==> src/rtl/object_load_scheduler.sv <==
// Object load scheduler: arbitrates two draw-record sources, drives the
// converter, and writes converted objects into slot storage.
module object_load_scheduler #(
    parameter int NUM_SLOTS = 16,
    parameter int TIMEOUT   = 64
) (
    input  logic                         clk_in,
    input  logic                         rst_n_in,
    input  logic [1:0]                   req_valid_in,
    input  logic [1:0][86:0]             req_props_in,
    output logic [1:0]                   req_ready_out,
    output logic                         conv_valid_out,
    output logic [86:0]                  conv_props_out,
    input  logic                         conv_busy_in,
    input  logic                         conv_valid_in,
    input  logic [91:0]                  conv_obj_in,
    output logic                         wr_en_out,
    output logic [$clog2(NUM_SLOTS)-1:0] wr_addr_out,
    output logic [91:0]                  wr_data_out,
    input  logic                         clear_in,
    output logic [$clog2(NUM_SLOTS):0]   obj_count_out,
    output logic                         full_out,
    output logic                         busy_out,
    output logic                         err_timeout_out
);

    localparam int AW = $clog2(NUM_SLOTS);
    localparam int CW = AW + 1;
    localparam int TW = $clog2(TIMEOUT) + 1;

    typedef enum logic [1:0] {
        IDLE,
        CONVERT,
        WRITE
    } state_t;

    state_t          state_q;
    state_t          state_d;
    logic [86:0]     props_q;
    logic [91:0]     obj_q;
    logic [CW-1:0]   count_q;
    logic [TW-1:0]   tcnt_q;
    logic            clr_pend_q;
    logic            last_q;
    logic            err_q;

    logic            full;
    logic            can_acc;
    logic [1:0]      grant;
    logic            gsel;
    logic [86:0]     sel_props;
    logic            timeout_hit;

    assign full        = (count_q == CW'(NUM_SLOTS));
    assign timeout_hit = (tcnt_q == TW'(TIMEOUT - 1));

    // Reset gates the accept path so ready is 0 while rst_n_in is low.
    assign can_acc = rst_n_in && (state_q == IDLE) && (|req_valid_in)
                     && !full && !conv_busy_in && !clear_in && !clr_pend_q;

    always_comb begin
        grant = req_valid_in;
        if (req_valid_in == 2'b11) begin
            grant = last_q ? 2'b01 : 2'b10;
        end
    end

    assign gsel      = grant[1];
    assign sel_props = req_props_in[gsel];

    always_comb begin
        state_d = state_q;
        unique case (state_q)
            IDLE: begin
                if (can_acc && (sel_props[85:84] != 2'b00)) begin
                    state_d = CONVERT;
                end
            end
            CONVERT: begin
                if (conv_valid_in) begin
                    state_d = WRITE;
                end else if (timeout_hit) begin
                    state_d = IDLE;
                end
            end
            WRITE:   state_d = IDLE;
            default: state_d = IDLE;
        endcase
    end

    always_ff @(posedge clk_in or negedge rst_n_in) begin
        if (!rst_n_in) begin
            state_q    <= IDLE;
            props_q    <= '0;
            obj_q      <= '0;
            count_q    <= '0;
            tcnt_q     <= '0;
            clr_pend_q <= 1'b0;
            last_q     <= 1'b1;
            err_q      <= 1'b0;
        end else begin
            state_q <= state_d;
            if (can_acc) begin
                props_q <= sel_props;
                last_q  <= gsel;
            end
            if (state_q == CONVERT) begin
                tcnt_q <= tcnt_q + TW'(1);
            end else begin
                tcnt_q <= '0;
            end
            if ((state_q == CONVERT) && conv_valid_in) begin
                obj_q <= conv_obj_in;
            end
            if ((state_q == CONVERT) && !conv_valid_in && timeout_hit) begin
                err_q <= 1'b1;
            end
            // A deferred clear lands only once the in-flight write is done.
            if ((state_q == IDLE) && (clear_in || clr_pend_q)) begin
                count_q    <= '0;
                clr_pend_q <= 1'b0;
            end else begin
                if (state_q == WRITE) begin
                    count_q <= count_q + CW'(1);
                end
                if (clear_in) begin
                    clr_pend_q <= 1'b1;
                end
            end
        end
    end

    assign req_ready_out   = can_acc ? grant : 2'b00;
    assign conv_valid_out  = (state_q == CONVERT);
    assign conv_props_out  = props_q;
    assign wr_en_out       = (state_q == WRITE);
    assign wr_addr_out     = count_q[AW-1:0];
    assign wr_data_out     = obj_q;
    assign obj_count_out   = count_q;
    assign full_out        = full;
    assign busy_out        = (state_q != IDLE) || clr_pend_q;
    assign err_timeout_out = err_q;

endmodule

==> config.mk <==
export PLATFORM = sky130hd
export DESIGN_NAME = object_load_scheduler
export DESIGN_NICKNAME = d
export VERILOG_FILES = /design/src/rtl/object_load_scheduler.sv
export SDC_FILE = /design/constraint.sdc
export NUM_CORES = 1
export LEC_CHECK = 0
export BUFFER_PORTS_ARGS = -buffer_cell sky130_fd_sc_hd__buf_2
export CAP_MARGIN = 20
export CORE_AREA = 2 2 182 184
export DETAILED_ROUTE_END_ITERATION = 7
export DIE_AREA = 0 0 184 186
export GPL_ROUTABILITY_DRIVEN = 0
export PLACE_DENSITY_LB_ADDON = 0.08
export SETUP_SLACK_MARGIN = 0.5
export SLEW_MARGIN = 40
export SYNTH_ARGS = -nofsm -noshare
export SYNTH_HDL_FRONTEND = slang
export SYNTH_SLANG_ARGS = --single-unit
==> constraint.sdc <==
create_clock -name clk_in -period 3 [get_ports clk_in]
set_clock_uncertainty 0.05 [all_clocks]
set_input_delay 0.3 -clock clk_in [delete_from_list [all_inputs] [get_ports clk_in]]
set_output_delay 0.3 -clock clk_in [all_outputs]
set_load 0.02 [all_outputs]
==> results of run 1 <==
[kinds of logic after synthesis]
logic type / Yosys count
adder cells (fa/ha/maj): 3
flip-flops: 196
AO/OA/AOI/OAI: 13
multiplexers: 272
XOR/XNOR: 3
buffers and inverters: 41
AND/OR/NAND/NOR: 30
[worst paths after layout]
check	start	end	slack, ns	depth (start not counted)
setup / recovery	state_q[1]	req_ready_out[0]	0.55	5
hold / removal	conv_obj_in[24]	wr_data_out[24]	0.03	2
setup reg to reg	state_q[1]	conv_props_out[42]	0.67	6
hold reg to reg	tcnt_q[0]	tcnt_q[0]	0.42	1
max in group asynchronous	rst_n_in	obj_count_out[1]	2.19	3
min in group asynchronous	rst_n_in	wr_data_out[3]	0.11	3
[repair_timing]
| item | CTS | global route |
|---|---|---|
| hold buffers | 1 | 0 |
| resized for setup | 7 | 4 |
| setup endpoints to repair | 10 | 3 |
| pin swaps | 2 | 1 |
| hold endpoints to repair | 22 | 0 |
| buffers inserted | 6 | 4 |
| gates cloned | 1 | 0 |
[power breakdown]
group / leakage [nW] / internal [mW] / switching (mW)
Clock: 0.289 / 1.33 / 1.08
Sequential: 2.37 / 3.61 / 0.477
Combinational: 3.64 / 1.92 / 2.29
Total: 6.30 / 6.85 / 3.85
[sequential cells by signal (all words and copies together), names as in the netlist]
signal	cells
last_q	1
clr_pend_q	1
obj_count_out	5
tcnt_q	7
wr_data_out	92
state_q	2
err_timeout_out	1
conv_props_out	87
[cell usage in the layout, fill, tap and decap left out, drive strengths merged, types with 3 or more instances in the layout]
cell type and n:
clkinvlp 3, clkinv 5, o31ai 3, or3 3, mux2 268, clkbuf 19
ha 3, nand2 3, dfrtp 195, bufinv 3, buf 490, nor2 11
inv 9, nand3 3, mux2i 4
[through the flow]
stage / hold WS (ns) / util
final: 0.03469 / 0.3866
after detailed placement: 0.3396 / 0.3632
after global routing: 0.008839 / 0.3865
after CTS: 0.001685 / 0.3854
after floorplan: -0.04559 / -
after global placement: 0.3422 / 0.3631
[Yosys cell counts (all sizes together) (2+ instances only)]
cell,number,area (sq um)
o31ai,3,22.52
xor2,2,17.52
mux2i,4,40.04
and2,2,12.51
nand3,3,15.01
clkbuf,8,30.03
nor2,11,41.29
nand2,3,11.26
nor2b,2,12.51
nand4,2,12.51
inv,6,22.52
ha,3,37.54
or3,3,18.77
o21ai,2,10.01
a21oi,2,10.01
buf,27,292.8
dfrtp,195,4880
mux2,268,3344
[layer usage]
metal	wire length, microns	vias up	global-route usage
met3	2363	23	0.05811
li1	-	2933	-
met4	438	2	0.05312
met2	13220	284	0.2634
met1	10130	3017	0.1667
met5	13	-	0
[layout make-up]
class,count,area (sq um)
clock inverters,14,177.7
fillers,3192,19760
diodes,1,2.502
repair buffers,492,2651
well taps,408,510.5
clock buffers,18,429.2
flip-flops and latches,196,4911
inverters,6,22.52
multi-input cells,321,3745
==> results_dict.tcl, run 1 <==
set metrics [dict create \
    nNetsFinal 1310 \
    cp_slowest_cell "or4b_4" \
    p_leak_nw 6.299 \
    endpoint_kind "output pin" \
    placed_cells 1411 \
    fin_cells 1456 \
    vias_per_cell 4.299 \
    fin_area_sq_um 12450 \
    worstPathMaxFanout 5 \
    rsz0062_at_grt "true" \
    period_needed_ns 2.452 \
    hold_class "in2reg" \
    initial_core_util 0.2784 \
    cts-htree-levels 4 \
    fin_setup_tns_ns 0 \
    slew_viol_final 0 \
    cp_num_buf_inv 2 \
    root_buffer "clkbuf_16" \
    yosysUniqueCellTypes 34 \
    async_reset_ff_frac 1.000 \
    synthFlopType "dfrtp_1" \
    cpPeakStageDelay_ns 0.52 \
    antenna_found_initial 2 \
    status "finished, final reports clean" \
    vdd_drop_max_v 0.0004271 \
    synth.cell_area_sq_um 8966 \
    hold_violations 0 \
    clock-sinks 196 \
    synth-edff-count 0 \
    clk_pin_slew_ns 0.08 \
    synth_simple_gate_area_frac 0.01912 \
    ys_warn_count 0 \
    die_area_sq_um 34220 \
    cp_cell_sequence "or4b_4, nor4b_4, buf_12, and3_4, buf_6" \
    worst_slack_ns 0.5476 \
    synthMuxAreaShare 0.3775 \
    track_usage 0.1505 \
    required_ns 2.65 \
    dpl.hpwl_mm 19.64 \
    grt_start_max_net_pins 65 \
    timing.slew.headroom 0.5194 \
    synth-seq-cells 196 \
    first_global_vias 6422 \
    cellPowerDensity_nw_per_um2 860.1 \
    ant_nets 0 \
    drive_gt1_frac 0.7679 \
    cp.arrival_ns 2.10 \
    area_delta_synth_final_pct 38.85 \
    postSynthCellCount 558 \
    postSynthAreaPerCell_sq_um 16.07 \
    drt_first_pass_iters 4 \
    max_cap_violations 0 \
    core.rowCount 66 \
    setup_viol 0 \
    tightest_slew_ns 0.7208 \
    die_w_microns 184 \
    drc 0 \
    wl_per_cell_microns 17.97 \
    vias 6259 \
    fp.coreArea_sq_um 32210 \
    seq_area_frac_synth 0.5472 \
    cts_tree "built" \
    synth-compound-area-share 0.01061 \
    synth_top_family_by_area "multiplexers" \
    synth_fa_ha_area_frac 0.004186 \
    place_area_sq_um 11700 \
    numCtsBuffers 17 \
    drt_iter0_drc 141 \
    overflow 0 \
    pin_count 468 \
    io_buffers 467 \
    clock_latency_ns 0.44 \
    critPathTopFamily "simple AND/OR/NAND/NOR gates" \
    fp.dieH_microns 186 \
    cp-start-kind "register" \
    pre_cts_slack_ns 0.5001 \
    criticalPathCategory "reg2out" \
    grt_pass1_wl_mm 38.36 \
    fin_crit_sh 0.8175 \
    synth-xor-area-share 0.002931 \
    finalPower_mw 10.71 \
    max_freq_mhz 407.8 \
    syn_nets 834 \
    wirelength_mm 26.16 \
    cts_buffer_depth 2 \
]
Power figures use the tool's default switching activity.
==> inputs of run 2 (changes only) <==
==> constraint.sdc (replaced) <==
create_clock -name clk_in -period 2.4 [get_ports clk_in]
set_clock_uncertainty 0.05 [all_clocks]
set_input_delay 0.24 -clock clk_in [delete_from_list [all_inputs] [get_ports clk_in]]
set_output_delay 0.24 -clock clk_in [all_outputs]
set_load 0.02 [all_outputs]
==> run 2 against run 1 <==
Net effect:
- critical path depth stayed put
- setup slack got worse by 0.51 ns
- final cell count increased by 7.7%
- die area unchanged
- first-iteration DRC count decreased by 5.7%
- sequential share of layout area down 3.7 points
- flip-flop and latch count stayed put
- sequential power rose by 25%
- count of clock-buffer cells in the layout unchanged
- power grew 25%
==> results_dict.tcl, run 2 (synthesized netlist as in run 1, its figures left out) <==
set metrics [dict create \
    endpoint_kind "output pin" \
    dpl.hpwl_mm 19.52 \
    largest_register_ffs 92 \
    cts-htree-levels 4 \
    pin_count 468 \
    period_needed_ns 2.359 \
    vdd_drop_max_v 0.0006436 \
    cts_buffer_depth 2 \
    rrSetupSlack_ns 0.05 \
    worstPathMaxFanout 3 \
    io_buffers 467 \
    final_common_cell "buf_2" \
    worstHoldStart "conv_obj_in[84]" \
    die_area_sq_um 34220 \
    hold_violations 0 \
    slew_viol_final 0 \
    worst_r2r_path_depth 7 \
    clk_pin_slew_ns 0.07 \
    fin_setup_tns_ns 0 \
    required_ns 2.11 \
    place_area_sq_um 11810 \
    whs_path_depth 2 \
    drive_gt1_frac 0.7090 \
    core.rowCount 66 \
    clock-sinks 196 \
    fin_crit_sh 0.9830 \
    grt_start_max_net_pins 132 \
    drc 0 \
    die_w_microns 184 \
    fp.dieH_microns 186 \
    fillers 3107 \
    drt_iter0_drc 133 \
    hold_class "in2reg" \
    overflow 0 \
    p_leak_nw 6.847 \
    area_delta_synth_final_pct 53.20 \
    nNetsFinal 1421 \
    vias_per_cell 4.268 \
    initial_core_util 0.2784 \
    most-common-layout-cells "462 x buf_2, 193 x dfrtp_1, 181 x mux2_2" \
    min_to "wr_data_out[84]" \
    wirelength_mm 27.24 \
    clock_latency_ns 0.43 \
    rsz0062_at_grt "true" \
    reg2reg_from "state_q[1]" \
    numCtsBuffers 17 \
    r2r_end "conv_props_out[68]" \
    tightest_slew_ns 0.7038 \
    track_usage 0.1503 \
    max_freq_mhz 423.9 \
    root_buffer "clkbuf_16" \
    antenna_found_initial 3 \
    cellPowerDensity_nw_per_um2 974.9 \
    cts_tree "built" \
    drt_first_pass_iters 4 \
    placed_cells 1420 \
    criticalPathCategory "reg2out" \
    grt_pass1_wl_mm 38.76 \
    fin_cells 1568 \
    cp-start-kind "register" \
    fp.coreArea_sq_um 32210 \
    cp.arrival_ns 2.07 \
    wl_per_cell_microns 17.37 \
    first_global_vias 6847 \
    max_cap_violations 0 \
    fin_area_sq_um 13740 \
    ant_nets 0 \
    hold_ws_ns 0.02585 \
    timing.slew.headroom 0.5266 \
    vias 6692 \
    setup_viol 0 \
    status "finished, final reports clean" \
]
-- run 2: area by class of cell --
class	count	area, sq um	area share
clock inverter	14	137.6	0.01002
antenna	2	5.005	0.0003644
clock buffer	18	429.2	0.03124
inverter	6	22.52	0.001640
timing repair buffer	603	3970	0.2890
multi-input combinational	321	3752	0.2732
sequential	196	4908	0.3574
tap	408	510.5	0.03717
-- run 2: timing repair --
| action | 4_1_cts | 5_1_grt |
|---|---|---|
| endpoints found under the hold margin | 207 | 28 |
| setup endpoints to repair | 91 | 174 |
| hold buffers | 92 | 2 |
| cloned | 0 | 11 |
| pin swaps | 1 | 0 |
| setup buffers | 5 | 3 |
| gates resized for setup | 7 | 17 |
-- run 2: critical path: stages, from the launching register on --
cell and delay (ns):
dfrtp_1 0.39, or4b_4 0.53, nor4b_4 0.30, buf_12 0.15, and3_4 0.16, buf_6 0.11
-- run 2: how the worst max path moves through the flow --
| stage | from | to | slack, ns | cells after the start |
|---|---|---|---|---|
| after global routing | state_q[1] | req_ready_out[0] | -0.06 | 5 |
| after detailed placement | state_q[1] | conv_props_out[77] | 0.14 | 5 |
| after floorplan | state_q[0] | req_ready_out[0] | 0.25 | 6 |
| after global placement | state_q[1] | conv_props_out[83] | 0.18 | 5 |
| final | state_q[1] | req_ready_out[0] | 0.04 | 5 |
| after CTS | state_q[1] | req_ready_out[0] | -0.003 | 5 |
-- run 2: per-stage QoR --
stage / util / total power [mW] / setup WS (ns)
finish: 0.4265 / 13.39 / 0.04076
global route: 0.4264 / 14.19 / -0.06125
CTS: 0.4149 / 13.57 / -0.003223
detailed placement: 0.3668 / 10.50 / 0.1419
global placement: 0.3667 / 10.48 / 0.1787
floorplan: - / 8.421 / 0.2537
-- run 2: power by group --
group          internal [mW]  leakage (nW)  switching (mW)
clock                   1.39         0.282            1.44
sequential              4.51          2.37           0.602
combinational           2.55          4.19            2.91
total                   8.44          6.85            4.95
-- run 2: metal layers --
| metal | vias to the layer above | GRT usage | wire length (microns) |
|---|---|---|---|
| li1 | 3158 | - | - |
| met1 | 3234 | 0.1720 | 10790 |
| met2 | 275 | 0.2664 | 13910 |
| met3 | 23 | 0.04813 | 2096 |
| met4 | 2 | 0.04768 | 432 |
| met5 | - | 0 | 13 |
